## src/rtl/backup_mem_pkg.sv

```systemverilog
// Shared definitions for the backup-memory request/response master and its responder.
package backup_mem_pkg;

  typedef enum logic [2:0] {
    BM_IDLE  = 3'd0,
    BM_REQ   = 3'd1,
    BM_WDATA = 3'd2,
    BM_RDATA = 3'd3,
    BM_DONE  = 3'd4
  } bm_state_e;

  localparam int MEM_DATA_CYCLES = 4;
  localparam int MEM_TAG_BITS    = 16;

endpackage

```

## src/rtl/backup_mem_master.sv

```systemverilog
// Initiator for the backup-memory interface: one whole-line read or write in flight,
// sent/received beat by beat and reassembled into a line.
module backup_mem_master
  import backup_mem_pkg::*;
#(
  parameter int ADDR_BITS   = 26,
  parameter int DATA_BITS   = 128,
  parameter int DATA_CYCLES = MEM_DATA_CYCLES,
  parameter int TAG_BITS    = MEM_TAG_BITS
) (
  input  logic                             clk,
  input  logic                             reset,
  input  logic                             cmd_valid,
  output logic                             cmd_ready,
  input  logic                             cmd_rw,
  input  logic [ADDR_BITS-1:0]             cmd_addr,
  input  logic [DATA_CYCLES*DATA_BITS-1:0] cmd_wdata,
  output logic                             rsp_valid,
  input  logic                             rsp_ready,
  output logic                             rsp_rw,
  output logic [DATA_CYCLES*DATA_BITS-1:0] rsp_rdata,
  output logic                             rsp_err,
  output logic                             mem_req_valid,
  input  logic                             mem_req_ready,
  output logic                             mem_req_rw,
  output logic [ADDR_BITS-1:0]             mem_req_addr,
  output logic [TAG_BITS-1:0]              mem_req_tag,
  output logic                             mem_req_data_valid,
  input  logic                             mem_req_data_ready,
  output logic [DATA_BITS-1:0]             mem_req_data_bits,
  input  logic                             mem_resp_valid,
  input  logic [DATA_BITS-1:0]             mem_resp_data,
  input  logic [TAG_BITS-1:0]              mem_resp_tag
);

  localparam int CNT_BITS  = (DATA_CYCLES > 1) ? $clog2(DATA_CYCLES) : 1;
  localparam int LINE_BITS = DATA_CYCLES * DATA_BITS;
  localparam logic [CNT_BITS-1:0] LAST_BEAT = CNT_BITS'(DATA_CYCLES - 1);

  bm_state_e             state_q, state_d;
  logic [CNT_BITS-1:0]   cnt_q, cnt_d;
  logic [TAG_BITS-1:0]   tag_ctr_q, tag_ctr_d;
  logic [TAG_BITS-1:0]   tag_q, tag_d;
  logic                  rw_q, rw_d;
  logic [ADDR_BITS-1:0]  addr_q, addr_d;
  logic [LINE_BITS-1:0]  wdata_q, wdata_d;
  logic [LINE_BITS-1:0]  rdata_q, rdata_d;
  logic                  err_q, err_d;

  always_comb begin
    state_d   = state_q;
    cnt_d     = cnt_q;
    tag_ctr_d = tag_ctr_q;
    tag_d     = tag_q;
    rw_d      = rw_q;
    addr_d    = addr_q;
    wdata_d   = wdata_q;
    rdata_d   = rdata_q;
    err_d     = err_q;

    unique case (state_q)
      BM_IDLE: begin
        if (cmd_valid) begin
          rw_d      = cmd_rw;
          addr_d    = cmd_addr;
          wdata_d   = cmd_wdata;
          tag_d     = tag_ctr_q;
          tag_ctr_d = tag_ctr_q + 1'b1;
          state_d   = BM_REQ;
        end
      end
      BM_REQ: begin
        if (mem_req_ready) begin
          cnt_d   = '0;
          state_d = rw_q ? BM_WDATA : BM_RDATA;
        end
      end
      BM_WDATA: begin
        if (mem_req_data_ready) begin
          cnt_d = cnt_q + 1'b1;
          if (cnt_q == LAST_BEAT) state_d = BM_DONE;
        end
      end
      BM_RDATA: begin
        // Beats carrying someone else's tag are dropped but remembered as an error.
        if (mem_resp_valid) begin
          if (mem_resp_tag == tag_q) begin
            rdata_d[cnt_q*DATA_BITS +: DATA_BITS] = mem_resp_data;
            cnt_d = cnt_q + 1'b1;
            if (cnt_q == LAST_BEAT) state_d = BM_DONE;
          end else begin
            err_d = 1'b1;
          end
        end
      end
      BM_DONE: begin
        if (rsp_ready) state_d = BM_IDLE;
      end
      default: state_d = BM_IDLE;
    endcase

    // There is no resp back-pressure, so an unexpected beat can only be flagged.
    if (mem_resp_valid && (state_q != BM_RDATA)) err_d = 1'b1;
  end

  always_ff @(posedge clk) begin
    if (reset) begin
      state_q   <= BM_IDLE;
      cnt_q     <= '0;
      tag_ctr_q <= '0;
      tag_q     <= '0;
      rw_q      <= 1'b0;
      addr_q    <= '0;
      wdata_q   <= '0;
      rdata_q   <= '0;
      err_q     <= 1'b0;
    end else begin
      state_q   <= state_d;
      cnt_q     <= cnt_d;
      tag_ctr_q <= tag_ctr_d;
      tag_q     <= tag_d;
      rw_q      <= rw_d;
      addr_q    <= addr_d;
      wdata_q   <= wdata_d;
      rdata_q   <= rdata_d;
      err_q     <= err_d;
    end
  end

  assign cmd_ready          = (state_q == BM_IDLE);
  assign mem_req_valid      = (state_q == BM_REQ);
  assign mem_req_rw         = rw_q;
  assign mem_req_addr       = addr_q;
  assign mem_req_tag        = tag_q;
  assign mem_req_data_valid = (state_q == BM_WDATA);
  assign mem_req_data_bits  = wdata_q[cnt_q*DATA_BITS +: DATA_BITS];
  assign rsp_valid          = (state_q == BM_DONE);
  assign rsp_rw             = rw_q;
  assign rsp_rdata          = rdata_q;
  assign rsp_err            = err_q;

endmodule
```

## config.mk

```make
export PLATFORM = sky130hd
export DESIGN_NAME = backup_mem_master
export DESIGN_NICKNAME = d
export VERILOG_FILES = /design/src/rtl/backup_mem_pkg.sv /design/src/rtl/backup_mem_master.sv
export SDC_FILE = /design/constraint.sdc
export NUM_CORES = 2
export LEC_CHECK = 0
export ABC_AREA = 1
export BUFFER_PORTS_ARGS = -buffer_cell sky130_fd_sc_hd__buf_2
export CORE_AREA = 8 8 524 526
export DETAILED_ROUTE_END_ITERATION = 10
export DIE_AREA = 0 0 532 534
export PLACE_DENSITY_LB_ADDON = 0.12
export RECOVER_POWER = 50
export SETUP_SLACK_MARGIN = 0.05
export SLEW_MARGIN = 20
export SYNTH_ARGS = -nofsm -noshare
export SYNTH_HDL_FRONTEND = slang
export SYNTH_SLANG_ARGS = --single-unit
```

## constraint.sdc

```tcl
create_clock -name clk -period 2.5 [get_ports clk]
set_input_delay 0.125 -clock clk [delete_from_list [all_inputs] [get_ports clk]]
set_output_delay 0.125 -clock clk [all_outputs]
set_load 0.01 [all_outputs]
```

# Word level (Yosys, flattened, before mapping)
# Index checks and enable logic that the tools add are counted.
# word_totals
regBits	1089
input_bits	690
# op_classes
eq_ne	14
mux	19
n_reduce_logical	10
shifts	3
n_addsub	3
# ops
cell	n
$bwmux 512	1
$shift 128x34->512 const A	1
$shiftx 128x34->512	1
$shiftx 512x10->128	1
$neg 9->34	1
$mux 3	7
$add 16x1->16 const B	1
$eq 16x16->1	1
$pmux 3 s5	1
$mux 2	4
$ne 2x1->1 const B	4
$eq 3x2->1 const B	2
$ne 2x2->1 const B	3
$pmux 2 s3	1
$reduce_and 3->1	2
$reduce_and 6->1	1
$mux 1	5
$reduce_and 5->1	1
$reduce_bool 2->1	2
$eq 3x1->1 const B	1
$eq 3x3->1 const B	1
$logic_not 3->1	1
$ne 3x2->1 const B	1
$reduce_bool 3->1	1
other kinds (4)	4

# Logic depth before layout (Yosys ltp)
# logic_depth
word_depth	5
depth_mapped	15
mapped_depth_nobuf	13

# Worst setup path after synthesis
# No wires, ideal clock.
# synth_path
kind	reg-to-reg
startpoint	reg cnt_q[0]
endpoint	reg rdata_q[383] (netlist: rsp_rdata[383])
t_required_ns	2.436
slack_ns	-0.222
stages_incl_launch_ff	14
arrival_time_ns	2.658
synth_period_minus_slack_ns	2.722
cell_sequence	dfxtp_1 > clkbuf_1 > inv_1 > buf_2 > clkbuf_1 > buf_2 > ha_1 > clkinv_1 > nor2_1 > clkbuf_1 > nand3_1 > nand4_1 > nand2_1 > nor2_1
# synth_between
elab_chain_len	3
elab_cells_between_ends	4
cone_classes	add/sub (1); shift (2); mux (1)
# synth_lines
element	line	rtl
start: declaration	backup_mem_master.sv:41	logic [CNT_BITS-1:0] cnt_q, cnt_d;
start signal: assignment	backup_mem_master.sv:119	cnt_q <= cnt_d;
$neg 9->34 (*)	backup_mem_master.sv:88	rdata_d[cnt_q*DATA_BITS +: DATA_BITS] = mem_resp_data;
$shiftx 128x34->512 / $shift 128x34->512 (equally long branches)	backup_mem_master.sv:88	
$bwmux 512 (*)	backup_mem_master.sv:88	
end signal: assignment	backup_mem_master.sv:125	rdata_q <= rdata_d;
end: declaration	backup_mem_master.sv:47	logic [LINE_BITS-1:0] rdata_q, rdata_d;
# Mark *: on every way between the ends. The rest lies on a longest branch, timed or not.
# A chain may end at the register's enable or synchronous reset.

# Worst setup path in the final report
# layout_path
startpoint	reg cnt_q[0]
endpoint	out mem_req_data_bits[32]
# layout_between
elab_chain_len	1
# layout_lines
element	line	rtl
$shiftx 512x10->128	backup_mem_master.sv:136	assign mem_req_data_bits = wdata_q[cnt_q*DATA_BITS +: DATA_BITS];
end: declaration	backup_mem_master.sv:30	output logic [DATA_BITS-1:0] mem_req_data_bits,
# No other way between the ends.

==> flow_summary.yaml <==
setup_path:
  cpLargestDelayFamily: "buffers and inverters"
  slowest_stage: "dfxtp_4"
  crit_type: "flop to output port"
  crit_buf_inv: 4
  cp_max_fo: 7
  cp.required_ps: 2380
  crit_chain: "buf_12 > clkbuf_16 > buf_16 > o21ai_2 > o22ai_2 > buf_2"
  endpoint_kind: "output port"
  arrival_ps: 2320
  cpPeakStageDelay_ps: 440
  cp-start-kind: "flop"
timing:
  maxSlewHeadroom: 0.305
  tightest_slew_ps: 1040
  min_period_ps: 2440
  drv_slew: 0
  setup_ws_ps: 56.6
  fin_crit_sh: 0.977
  finalHoldViolations: 0
  fmax_ghz: 0.409
  finalSetupViolations: 0
  rsz0062_at_grt: "yes"
  finClkSkew_ps: 53.0
  whs_ps: 98.5
synthesis:
  synth_area_leader_cell: "dfxtp_1"
  synthFlopType: "dfxtp_1"
  yosys_warnings: 0
  synth_fp_nets: 7869
  synthCells: 7172
  synth_cell_types: 28
  synth_area_um2: 48300
  ys_seq_area_frac: 0.451
  synth_most_common_cell: "nand2_1"
  synth_area_leaders: "dfxtp_1, nand2_1, nor2_1, nand4_1, a21oi_1"
  yosys_register_bits: 1089
  syn_avg_cell_area_um2: 6.73
  synth-edff-count: 0
  yosysTopAreaCellShare: 0.451
  synthArstFlopShare: 0
  synth_common_cells: "nand2_1, nor2_1, dfxtp_1"
cts:
  cts.sinks: 1089
  clk_pin_slew_ps: 60
  clockBufferDepth: 4
  cts_buffers: 154
  cts_tree: "done"
  h-tree-depth: 4
  cts_root_buf: "clkbuf_16"
  clock_latency_ps: 830
power_and_ir_drop:
  p_leak_nw: 29.8
  ir_worst_vdd_v: 0.000799
  power_per_cell_area_nw_per_um2: 1080
detailed_routing:
  viasPerCell: 4.51
  drt_first_pass_iters: 6
  drtIter0Drc: 4206
  totalWireLength_um: 319000
  wl_per_cell_um: 25.0
  drc: 0
  vias: 57706
  postRouteAntennaNets: 0
floorplan:
  die-area_um2: 284000
  core_um2: 266000
  fp.dieH_um: 534
  ios: 1379
  start_util: 0.181
  row_count: 190
  die_w_um: 532
cells_and_area:
  drive_gt1_frac: 0.169
  layout.nets: 9801
  area_growth_pct: 54.7
  final.fill_count: 29818
global_route:
  antenna_found_initial: 65
  grt_pass1_vias: 57287
  grt_max_degree: 182
  grt_overflow: 0
  grt_first_pass_wirelength_um: 441000
  track_usage: 0.210
place:
  pre_cts_slack_ps: 229
  port_buffers: 1378
  dp_hpwl_um: 217000
  gp_congestion: 0.831
status:
  outcome: "complete, no violations"
run:
  cap_viol_max_count: 0
min_path:
  min_path_type: "input port to flop"
## sequential cells by signal, indices dropped and copies added, names as in the netlist
name and cells:
mem_req_tag 16, mem_req_addr 26, state_q 3, rsp_rdata 512
mem_req_rw 1, wdata_q 512, rsp_err 1, tag_ctr_q 16
cnt_q 2
## stage by stage
stage | cell area, um2 | util | power, W | setup TNS (ps) | cells
floorplan | 48400 | - | 0.0353 | 0 | 7172
global placement | 59600 | 0.224 | 0.0512 | 0 | 11665
detailed placement | 59600 | 0.224 | 0.0512 | 0 | 11665
CTS | 73700 | 0.277 | 0.0792 | -5870 | 12717
global route | 74700 | 0.280 | 0.0849 | -2870 | 12780
finish | 74700 | 0.280 | 0.0809 | 0 | 12794
## repair_timing
item,4_1_cts,5_1_grt
pin swaps,12,70
endpoints found under the setup margin,128,197
gates resized for setup,228,308
hold endpoints to repair,1066,0
hold buffers,729,0
cloned,32,24
buffers inserted,31,22
## layer usage
layer,part of all wire,track usage,vias to the layer above
met2,0.47,0.355,1944
met5,0.00090,0,-
met3,0.058,0.0436,414
li1,-,-,27398
met1,0.44,0.269,27904
met4,0.035,0.0582,46
## worst paths after layout
| kind | from | to | slack (ps) | cells after the start |
|---|---|---|---|---|
| worst max-delay path | cnt_q[0] | mem_req_data_bits[32] | 60 | 6 |
| worst min-delay path | mem_resp_tag[3] | rsp_err | 100 | 9 |
| worst max register to register | cnt_q[0] | rsp_rdata[424] | 140 | 11 |
| worst min register to register | wdata_q[185] | wdata_q[185] | 460 | 2 |
## cells in the final DEF, fill, tap and decap left out, types with 36 or more instances in the layout
cell type and instances:
o22ai_2 57, nand4_1 483, o21ai_0 166, nor2_2 38, o22ai_1 71, buf_12 92
nor2_1 1392, a21oi_1 567, o21ai_1 67, buf_16 43, nand3_1 345, buf_4 150
clkbuf_16 179, o21ai_2 36, buf_6 70, nand2_1 1890, inv_1 212, clkbuf_1 605
buf_2 750, dfxtp_1 1087, dlygate4sd3_1 729
## cells by family after synthesis
family                   count (synthesis)  share of synthesized area
flip-flops                            1089                      0.451
AND/OR/NAND/NOR                       4207                      0.363
XOR/XNOR                                 5                   0.000907
adder cells (fa/ha/maj)                  7                    0.00181
AO/OA/AOI/OAI                          980                      0.105
buffers and inverters                  884                     0.0780
## cell type report
type                    instances  area, um2  area share
clock buffers                 234       4550      0.0609
diodes                         34       85.1     0.00114
well taps                    3552       4440      0.0595
inverters                     228        922      0.0123
repair inverters                1       5.00   0.0000670
flip-flops and latches       1089      21800       0.292
clock inverters                26        338     0.00452
multi-input cells            5199      23700       0.317
repair buffers               2431      18900       0.252
## report_power, final
part / total [W] / internal [W] / switching [W] / leakage (nW)
clock: 0.0220 / 0.0132 / 0.00880 / 2.40
combinational: 0.0387 / 0.0136 / 0.0251 / 18.6
sequential: 0.0202 / 0.0191 / 0.00108 / 8.85
total: 0.0809 / 0.0459 / 0.0350 / 29.8
## tightest hold or removal path: stages
cell	delay (ps)
buf_2	110
nand2_1	50
nand2_1	70
nor2_1	40
nand2_1	60
nor2_1	40
nand2_1	140
o21ai_0	100
a21oi_1	120
Note: power is estimated with default switching activity, not from simulation.
